## config.mk

```make
export PLATFORM = sky130hd
export DESIGN_NAME = obj_queue_ctrl
export DESIGN_NICKNAME = d
export VERILOG_FILES = /design/src/rtl/obj_queue_ctrl.sv
export SDC_FILE = /design/constraint.sdc
export NUM_CORES = 1
export LEC_CHECK = 0
export BUFFER_PORTS_ARGS = -buffer_cell sky130_fd_sc_hd__buf_2
export CORE_ASPECT_RATIO = 0.5
export CORE_MARGIN = 8
export CORE_UTILIZATION = 40
export CTS_CLUSTER_DIAMETER = 50
export DETAILED_ROUTE_END_ITERATION = 8
export PLACE_DENSITY = 0.69
export SLEW_MARGIN = 15
export SYNTH_ARGS = -nofsm -noshare
export SYNTH_HDL_FRONTEND = slang
export SYNTH_SLANG_ARGS = --single-unit
export TNS_END_PERCENT = 10
```

## constraint.sdc

```tcl
create_clock -name clk -period 5.5 [get_ports clk]
set_clock_uncertainty 0.15 [all_clocks]
set_input_delay 1.375 -clock clk [delete_from_list [all_inputs] [get_ports clk]]
set_output_delay 1.375 -clock clk [all_outputs]
set_load 0.05 [all_outputs]
```

## src/rtl/obj_queue_ctrl.sv

```systemverilog
// obj_queue_ctrl: circular queue of track objects; retires passed objects into hit events
// and streams an ordered snapshot of live entries to the renderer.
module obj_queue_ctrl #(
    parameter int DEPTH = 8
) (
    input  logic                   clk,
    input  logic                   rst_n,
    input  logic                   push_i,
    input  logic [15:0]            wr_obj_i,
    input  logic [11:0]            player_dist_i,
    input  logic [1:0]             player_lane_i,
    input  logic                   scan_start_i,
    output logic                   scan_valid_o,
    output logic [15:0]            scan_obj_o,
    output logic                   scan_last_o,
    output logic                   scan_done_o,
    output logic                   coin_hit_o,
    output logic                   wall_hit_o,
    output logic                   turn_evt_o,
    output logic [1:0]             turn_dir_o,
    output logic [$clog2(DEPTH):0] count_o,
    output logic                   full_o,
    output logic                   empty_o,
    output logic                   drop_o
);
    localparam int PW = $clog2(DEPTH);
    localparam int CW = PW + 1;

    typedef enum logic {IDLE, SCAN} state_t;

    state_t          state_q;
    logic [15:0]     mem_q [DEPTH];
    logic [PW-1:0]   head_q, tail_q, scan_idx_q;
    logic [CW-1:0]   count_q, scan_rem_q;
    logic            full_q, empty_q, drop_q;
    logic            scan_valid_q, scan_last_q, scan_done_q;
    logic [15:0]     scan_obj_q;
    logic            coin_hit_q, wall_hit_q, turn_evt_q;
    logic [1:0]      turn_dir_q;

    logic [15:0]     head_obj;
    logic [1:0]      head_type;
    logic [11:0]     gap;
    logic            pop, accept, lane_hit;
    logic [CW-1:0]   count_d, snap_n;
    logic [PW-1:0]   head_d, tail_d;

    // The gap wraps mod 2^12, so its sign bit alone says the player is past the head object.
    always_comb begin
        head_obj  = mem_q[head_q];
        head_type = head_obj[13:12];
        gap       = head_obj[11:0] - player_dist_i;
        pop       = (state_q == IDLE) && (count_q != '0) && gap[11];
        accept    = push_i && ((count_q != CW'(DEPTH)) || pop);
        lane_hit  = head_obj[15:14] == player_lane_i;
        count_d   = count_q + CW'(accept) - CW'(pop);
        head_d    = head_q + PW'(pop);
        tail_d    = tail_q + PW'(accept);
        snap_n    = count_q - CW'(pop);
    end

    // A scan requested in the same cycle as a pop covers only the entries that survive it.
    always_ff @(posedge clk or negedge rst_n) begin
        if (!rst_n) begin
            state_q      <= IDLE;
            for (int i = 0; i < DEPTH; i++) mem_q[i] <= '0;
            head_q       <= '0;
            tail_q       <= '0;
            scan_idx_q   <= '0;
            count_q      <= '0;
            scan_rem_q   <= '0;
            full_q       <= 1'b0;
            empty_q      <= 1'b1;
            drop_q       <= 1'b0;
            scan_valid_q <= 1'b0;
            scan_last_q  <= 1'b0;
            scan_done_q  <= 1'b0;
            scan_obj_q   <= '0;
            coin_hit_q   <= 1'b0;
            wall_hit_q   <= 1'b0;
            turn_evt_q   <= 1'b0;
            turn_dir_q   <= '0;
        end else begin
            head_q       <= head_d;
            tail_q       <= tail_d;
            count_q      <= count_d;
            full_q       <= count_d == CW'(DEPTH);
            empty_q      <= count_d == '0;
            drop_q       <= push_i && !accept;
            if (accept) mem_q[tail_q] <= wr_obj_i;
            coin_hit_q   <= pop && head_type == 2'b00 && lane_hit;
            wall_hit_q   <= pop && head_type == 2'b10 && lane_hit;
            turn_evt_q   <= pop && head_type == 2'b01;
            if (pop && head_type == 2'b01) turn_dir_q <= head_obj[15:14];
            scan_valid_q <= 1'b0;
            scan_last_q  <= 1'b0;
            scan_done_q  <= 1'b0;
            scan_obj_q   <= '0;
            if (state_q == IDLE) begin
                if (scan_start_i) begin
                    if (snap_n == '0) begin
                        scan_done_q <= 1'b1;
                    end else begin
                        state_q    <= SCAN;
                        scan_idx_q <= head_d;
                        scan_rem_q <= snap_n;
                    end
                end
            end else begin
                scan_valid_q <= 1'b1;
                scan_obj_q   <= mem_q[scan_idx_q];
                scan_idx_q   <= scan_idx_q + 1'b1;
                scan_rem_q   <= scan_rem_q - 1'b1;
                if (scan_rem_q == CW'(1)) begin
                    scan_last_q <= 1'b1;
                    scan_done_q <= 1'b1;
                    state_q     <= IDLE;
                end
            end
        end
    end

    assign scan_valid_o = scan_valid_q;
    assign scan_obj_o   = scan_obj_q;
    assign scan_last_o  = scan_last_q;
    assign scan_done_o  = scan_done_q;
    assign coin_hit_o   = coin_hit_q;
    assign wall_hit_o   = wall_hit_q;
    assign turn_evt_o   = turn_evt_q;
    assign turn_dir_o   = turn_dir_q;
    assign count_o      = count_q;
    assign full_o       = full_q;
    assign empty_o      = empty_q;
    assign drop_o       = drop_q;
endmodule

```

# Word-level counts from Yosys, hierarchy flattened
# Cells that the tools add are included.
[totals]
in_bits = 34
output_inout_bits = 31
register_bits = 173
wordCells = 92
[classes]
n_bitwise = 4
addsub = 8
magnitude_cmp = 4
n_reduce_logical = 18
eq_ne = 7
muxes = 26
[op_table]
columns = ["operator", "count"]
rows = [
  ["128-bit bitwise mux", 1],
  ["16-bit binary-select mux with 3-bit select", 2],
  ["16-bit two-way mux", 6],
  ["16-bit demux with 3-bit select", 1],
  ["4-bit greater-or-equal comparator, second input constant", 3],
  ["4-bit two-way mux", 3],
  ["3-bit inverter with 4-bit output", 3],
  ["12-bit subtractor", 1],
  ["1-bit logical AND", 10],
  ["1-bit two-way mux", 10],
  ["3-bit two-way mux", 3],
  ["4-bit zero test", 2],
  ["4-bit by 1-bit subtractor with 4-bit output", 2],
  ["3-bit by 1-bit adder with 3-bit output", 2],
  ["4-bit by 1-bit adder with 4-bit output", 1],
  ["4-bit by 1-bit equality test with 1-bit output, second input constant", 1],
  ["4-bit equality test, second input constant", 1],
  ["4-bit by 1-bit < comparator with 1-bit output, second input constant", 1],
  ["4-bit inequality test, second input constant", 1],
  ["4-bit nonzero test", 1],
  ["4-bit by 1-bit subtractor with 4-bit output, second input constant", 1],
  ["3-bit by 1-bit adder with 3-bit output, second input constant", 1],
  ["2-bit by 1-bit equality test with 1-bit output, second input constant", 1],
  ["2-bit equality test", 1],
  ["other kinds (8)", 8],
]

# Logic depth before layout (Yosys ltp)
# Gate-level depths: netlist of the first run.
[logic_depth]
depth_word = 11
depth_mapped = 22
ltp_nobuf = 18

# Worst setup path after synthesis of the first run
# No wires, ideal clock.
[synth_path]
path_kind = "reg-to-reg"
start = "register head_q[0]"
end = "register full_q, in the netlist full_o"
t_arrival_ps = 5625
path_slack_ps = -348
stages_incl_launch_ff = 20
setup_ps = 73
synth_period_minus_slack_ps = 5848
path_cell_list = "dfrtp_1 > buf_1 > buf_1 > mux4_2 > mux2_2 > ha_1 > a21o_1 > a21o_1 > a2111oi_2 > xnor2_2 > buf_6 > nor2b_1 > o21ai_0 > ha_1 > inv_1 > ha_1 > fa_1 > xnor2_1 > or3_1 > nor2b_1"
[synth_between]
elab_chain_len = 11
[synth_rtl]
columns = ["item", "line_no", "rtl"]
rows = [
  ["start, declared", "33", "logic [PW-1:0] head_q, tail_q, scan_idx_q;"],
  ["start signal, assigned", "67", "head_q <= '0;"],
  ["start signal, assigned", "84", "head_q <= head_d;"],
  ["3-bit inverter with 4-bit output (implied by the code) (*)", "50", "head_obj = mem_q[head_q];"],
  ["16-bit binary-select mux with 3-bit select (*)", "50", ""],
  ["16-bit two-way mux (implied by the code) (*) (2 in a row)", "50", ""],
  ["12-bit subtractor (*)", "52", "gap = head_obj[11:0] - player_dist_i;"],
  ["1-bit logical AND (*)", "53", "pop = (state_q == IDLE) && (count_q != '0) && gap[11];"],
  ["1-bit logical OR", "54", "accept = push_i && ((count_q != CW'(DEPTH)) || pop);"],
  ["1-bit logical AND", "54", ""],
  ["4-bit by 1-bit adder with 4-bit output", "56", "count_d = count_q + CW'(accept) - CW'(pop);"],
  ["4-bit by 1-bit subtractor with 4-bit output (*)", "56", ""],
  ["via count_d[2]", "45", "logic [CW-1:0] count_d, snap_n;"],
  ["4-bit equality test (*)", "87", "full_q <= count_d == CW'(DEPTH);"],
  ["end signal, assigned", "87", ""],
  ["end, declared", "35", "logic full_q, empty_q, drop_q;"],
]
# Mark *: on every way through the listed nets, which the timed path passes. The rest lies on a longest branch. The select of a mux whose other input is x is not followed.
# A chain may end at the register's enable or synchronous reset.

# Worst setup path after layout of the first run
[layout_path]
start = "register head_q[0]"
end = "register scan_idx_q[0]"
[layout_between]
elab_chain_len = 10
word_cells_on_any_way = 14
cone_classes = "add/sub: 3; eq/ne: 1; mux: 6; bitwise: 1; reduce/logical: 3"
[layout_rtl]
columns = ["item", "line_no", "rtl"]
rows = [
  ["3-bit inverter with 4-bit output (implied by the code)", "50", ""],
  ["16-bit binary-select mux with 3-bit select", "50", ""],
  ["16-bit two-way mux (implied by the code) (2 in a row)", "50", ""],
  ["12-bit subtractor", "52", ""],
  ["1-bit logical AND", "53", ""],
  ["4-bit by 1-bit subtractor with 4-bit output or 3-bit by 1-bit adder with 3-bit output (tied branches)", "59, 57", ""],
  ["4-bit zero test or 3-bit two-way mux (tied branches)", "101", "if (snap_n == '0) begin"],
  ["2-bit inequality test (no source line) or 3-bit two-way mux (tied branches)", "--", ""],
  ["2-bit AND reduction (no source line) or 3-bit two-way mux (tied branches)", "--", ""],
  ["end signal, assigned", "112", "scan_idx_q <= scan_idx_q + 1'b1;"],
  ["end, declared", "33", ""],
]
# Several ways; a longest one is shown, not always the timed one. The select of a mux whose other input is x is not followed.

==> results.toml, run 1 <==
[global_route]
grt_pass1_wl_mm = 33.1
grt_pass1_vias = 5665
overflow = 0
grtUsageTotal = 0.153
antenna_found_initial = 0
grt_max_degree = 82

[pwr]
p_leak_nw = 4.45
power_per_cell_area_nw_per_um2 = 723
ir_drop_uv = 383

[clock_network]
clock_path_buffers = 2
h-tree-depth = 4
postCtsHoldBufs = 0
ctsResizeCount = 0
cts_setup_buffers = 0
clk_latency_ns = 0.43
clk_pin_slew_ns = 0.06
cts_tree = "yes"
cts_buffers = 17
root_buffer = "clkbuf_16"
cts.sinks = 173

[worst_setup_path]
cp_max_fo = 31
crit_required_ns = 5.64
arrival_ns = 5.22
crit_path_start_kind = "register"
crit_start = "head_q[0]"
cp-end-kind = "register"
r2r-start = "head_q[0]"
worst-setup-path-type = "register to register"

[place]
gp_congestion = 0.770
io_buffer_count = 64
post-dp-hpwl_mm = 12.8
preCtsSetupSlack_ns = 0.421

[timing]
timing.final.ws_setup_ns = 0.411
fin_setup_tns_ns = 0
relSlewSlack = 0.335
period_share = 0.925
setup_viol = 0
rsz0062_at_grt = "no"
fin_crit_ns = 5.09
worst-slew-pin-transition_ns = 0.996
max_freq_mhz = 197
hold_violations = 0
slew_violations = 0

[cells_and_area]
antenna_cells = 0
area_growth_pct = 14.0
drive_above_1_share = 0.473
layout.nets = 731

[logic_synthesis]
netlist_area_um2 = 9000
synth_largest_area_cell = "dfrtp_1"
yosysWarnings = 0
ys_ff_latch = 173
synth.top_cell.area_share = 0.478
ys_top_cells_by_count = "172 x dfrtp_1, 137 x mux2_2, 62 x mux4_2"
syn_area_per_cell_um2 = 14.9
synth_nets = 668
yosys-top-cells-area = "dfrtp_1 48%, mux2_2 17%, mux4_2 16%"
synth_flop_cell = "dfrtp_1"
ys_types = 46
synth_edf_count = 0
ys_async_sr_fraction = 1.00
synth_cells = 606
yosysMostFrequentCell = "dfrtp_1"
synth_seq_area_share = 0.481

[worst_hold_path]
hold_path_class = "register to register"
hp-start = "turn_dir_o[0]"

[die]
io_pins = 65
start_util = 0.412
fp-row-count = 38
die_height_um = 122
die_w_um = 228
die_area_um2 = 27900
core-area_um2 = 21900

[detailed_routing]
wl_per_cell_um = 20.9
drt.antenna.violating_nets = 0
routed_wl_mm = 20.5
via_per_inst = 5.48
drc = 0
first_iter_violations = 344
vias = 5371
dr.pass1.iters = 5

[job]
max_cap_violations = 0

[run_status]
outcome = "complete, no violations"
## cells by family after synthesis
group           Yosys count  share of synthesized area
simple gates             68                     0.0366
compound gates           38                     0.0345
xor+xnor                 13                     0.0135
mux                     232                      0.364
fa+ha+maj                28                     0.0398
buf+inv                  54                     0.0303
flops                   173                      0.481
## routing by layer
layer | up-vias | GRT usage | wire length, µm | part of all wire
met5 | - | 0 | 0 | 0
met4 | 0 | 0.0431 | 286 | 0.014
met1 | 2854 | 0.206 | 9440 | 0.46
met3 | 19 | 0.0346 | 978 | 0.048
li1 | 2389 | - | - | -
met2 | 109 | 0.250 | 9810 | 0.48
## state kept, by name, indices dropped and copies added (netlist names), 2 cells and up
register,count
scan_obj_o,16
tail_q,3
scan_rem_q,4
mem_q,128
head_q,3
turn_dir_o,2
scan_idx_q,3
count_o,4
## metrics by stage
step           instances  hold slack (ns)  utilization  instance area, µm²  total power, mW
3_3_place_gp         950            0.347        0.441                9640             6.07
2_1_floorplan        606            0.263            -                9000             5.28
4_1_cts              981            0.368        0.469               10300             7.49
6_report             981            0.363        0.469               10300             7.42
5_1_grt              981            0.384        0.469               10300             7.91
3_5_place_dp         950            0.354        0.441                9640             6.19
## final cells by class
type                       instances  area, µm²
sequential                       173       4330
multi-input combinational        379       4400
tap                              300        375
timing repair buffer              78        457
fill                            1911      11600
inverter                          20       75.1
clock buffer                      21        460
clock inverter                    10        163
## report_power, final
part	switching, mW	internal, mW	total [mW]
sequential	0.443	1.92	2.36
clock	0.500	0.783	1.28
combinational	1.90	1.87	3.78
## worst max-delay path, stage by stage (launching register included)
cell	delay, ns
dfrtp_2	0.37
buf_12	0.27
mux4_2	0.55
mux2_2	0.29
ha_1	0.29
a21oi_1	0.23
a211o_1	0.16
a31oi_1	0.05
a2111oi_2	0.44
xnor2_2	0.20
nor2b_1	0.34
buf_4	0.19
ha_1	0.15
ha_1	0.16
xor2_1	0.23
o31a_1	0.48
nor2b_1	0.09
a211oi_1	0.22
a21oi_1	0.06
## worst paths after layout
check                      cells after the start  slack (ns)       endpoint
max in group asynchronous                      2        3.23      head_q[0]
setup / recovery                              18        0.41  scan_idx_q[0]
min in group asynchronous                      1        0.85      mem_q[22]
hold / removal                                 2        0.36  turn_dir_o[0]
hold reg to reg                                2        0.36  turn_dir_o[0]
setup reg to reg                              18        0.41  scan_idx_q[0]
## layout by cell type (no fill, tap or decap), types with 6 or more instances in the layout
cell / count
a21oi_1: 6
buf_2: 63
buf_4: 12
clkbuf_16: 17
dfrtp_1: 170
ha_1: 27
inv_1: 20
mux2_2: 137
mux2i_1: 31
mux4_2: 62
nand2_1: 14
nand3_1: 10
nor2_1: 24
o21ai_0: 10
xor2_1: 7
(Power assumes the default switching activity.)
==> run 2: changes to the inputs <==
--- a/config.mk
+++ b/config.mk
@@ -11,6 +11,7 @@
 export CORE_UTILIZATION = 40
 export CTS_CLUSTER_DIAMETER = 50
 export DETAILED_ROUTE_END_ITERATION = 8
+export MAX_ROUTING_LAYER = met4
 export PLACE_DENSITY = 0.69
 export SLEW_MARGIN = 15
 export SYNTH_ARGS = -nofsm -noshare
==> run 2 against run 1 <==
  * Setup slack about the same
  * Maximum frequency about the same
  * Worst hold slack improved by 0.00092 ns
  * Non-clock buffer count unchanged
  * Clock power about the same
  * Largest power group unchanged
  * Sequential share of layout area unchanged
  * Critical path depth unchanged
  * Via count increased by 0.20%
  * Global-route usage increased by 0.49 points
  * Register-to-register slack about the same
  * Routed wire length about the same
  * Count of clock-buffer cells in the layout unchanged
==> results.toml, run 2 (same netlist as run 1, synthesis figures left out) <==
[timing]
relSlewSlack = 0.336
fin_crit_ns = 5.09
period_share = 0.925
setup_viol = 0
slew_violations = 0
worst-slew-pin-transition_ns = 0.995
max_freq_mhz = 197
rsz0062_at_grt = "no"
hold_violations = 0
fin_setup_tns_ns = 0

[detailed_routing]
vias = 5382
drc = 0
wl_per_cell_um = 20.9
drt.antenna.violating_nets = 0
first_iter_violations = 363
dr.pass1.iters = 4
routed_wl_mm = 20.5
via_per_inst = 5.49

[die]
die_area_um2 = 27900
die_w_um = 228
die_height_um = 122
fp-row-count = 38
core-area_um2 = 21900
io_pins = 65
start_util = 0.412

[worst_setup_path]
reg2reg_depth = 18
regToRegEndpoint = "scan_idx_q[0]"
critPathMaxStageDelay_ns = 0.55
worst-setup-path-type = "register to register"
crit_cells = 18
cp_num_buf_inv = 2
arrival_ns = 5.22
r2r-start = "head_q[0]"
cp_max_fo = 31
critPathMostFrequentCell = "ha_1"
cp-end-kind = "register"
cpLargestDelayFamily = "compound AO/OA/AOI/OAI gates"
crit_chain = "buf_12, mux4_2, mux2_2, ha_1, a21oi_1, a211o_1, a31oi_1, a2111oi_2, xnor2_2, nor2b_1, buf_4, ha_1, ha_1, xor2_1, o31a_1, nor2b_1, a211oi_1, a21oi_1"
crit_path_top_delay_cell = "mux4_2"
crit_path_start_kind = "register"
endpoint = "scan_idx_q[0]"
crit_start = "head_q[0]"
reg2reg_slack_ns = 0.41
crit_required_ns = 5.64

[cells_and_area]
antenna_cells = 0
drive_above_1_share = 0.473
top_register = "mem_q"
design_area_um2 = 10300
final_cell_mix = "170 x dfrtp_1, 137 x mux2_2, 63 x buf_2"
nFillCells = 1911
final_common_cell = "dfrtp_1"
area_growth_pct = 14.0
layout.nets = 731
largest_reg_flops = 128

[clock_network]
cts_tree = "yes"
root_buffer = "clkbuf_16"
cts_buffers = 17
cts_setup_buffers = 0
h-tree-depth = 4
postCtsHoldBufs = 0
clock_path_buffers = 2
ctsResizeCount = 0
clk_pin_slew_ns = 0.06
clk_latency_ns = 0.43
cts.sinks = 173

[global_route]
antenna_found_initial = 0
grt_pass1_vias = 5660
grt_pass1_wl_mm = 33.1
grtUsageTotal = 0.158
overflow = 0
grt_max_degree = 82

[pwr]
p_leak_nw = 4.45
p_seq_frac = 0.319
clockPowerShare = 0.173
pwr-share-comb = 0.509
switchingPower_mw = 2.84
swShare = 0.383
power_per_cell_area_nw_per_um2 = 723
ir_drop_uv = 383
intPower_mw = 4.58

[place]
io_buffer_count = 64
place_area_um2 = 9640
gp_congestion = 0.780
post-dp-hpwl_mm = 12.8

[run_status]
outcome = "complete, no violations"

[worst_hold_path]
hold_path_class = "register to register"

[job]
max_cap_violations = 0
-- run 2: cell counts in the layout (fill, tap and decap cells not counted) --
Identical to the previous run, type by type.
-- run 2: worst min-delay path, cell delays in order, from the launching register on --
cell and delay (ns):
dfrtp_1 0.34, o21ai_0 0.08, o31ai_1 0.06
-- run 2: worst min-delay path by stage --
| stage | depth (start not counted) | slack (ns) | endpoint | from |
|---|---|---|---|---|
| CTS | 2 | 0.37 | turn_dir_o[0] | turn_dir_o[0] |
| global placement | 2 | 0.35 | turn_dir_o[0] | turn_dir_o[0] |
| finish | 2 | 0.36 | turn_dir_o[0] | turn_dir_o[0] |
| floorplan | 0 | 0.26 | scan_valid_o | state_q |
| detailed placement | 2 | 0.35 | turn_dir_o[0] | turn_dir_o[0] |
| global route | 2 | 0.38 | turn_dir_o[0] | turn_dir_o[0] |
-- run 2: layout make-up --
type | instances | area [µm²] | area share
inverter | 20 | 75.1 | 0.00732
sequential | 173 | 4330 | 0.422
clock inverter | 10 | 163 | 0.0159
clock buffer | 21 | 460 | 0.0449
timing repair buffer | 78 | 457 | 0.0445
tap | 300 | 375 | 0.0366
multi-input combinational | 379 | 4400 | 0.429
-- run 2: layer usage --
metal	up-vias	GRT usage	wire, µm
met5	-	-	0
met4	0	0.0431	227
met3	15	0.0346	751
met2	88	0.250	9840
met1	2887	0.206	9680
li1	2392	-	-
-- run 2: per-stage QoR --
stage                     hold slack [ns]  std cells  worst slack (ns)  total power, mW  utilization
after floorplan                     0.263        606             0.138             5.28            -
after global placement              0.347        950             0.478             6.07        0.441
after detailed placement            0.354        950             0.421             6.19        0.441
after CTS                           0.368        981             0.405             7.49        0.469
after global routing                0.384        981            0.0100             7.91        0.469
final                               0.364        981             0.412             7.42        0.469
-- run 2: power by group through the flow --
stage               clock [mW]  sequential [mW]  combinational, mW
floorplan                    0             2.54               2.74
detailed placement           0             2.38               3.81
global placement             0             2.34               3.73
CTS                       1.31             2.36               3.82
global route              1.36             2.46               4.09
finish                    1.28             2.36               3.78
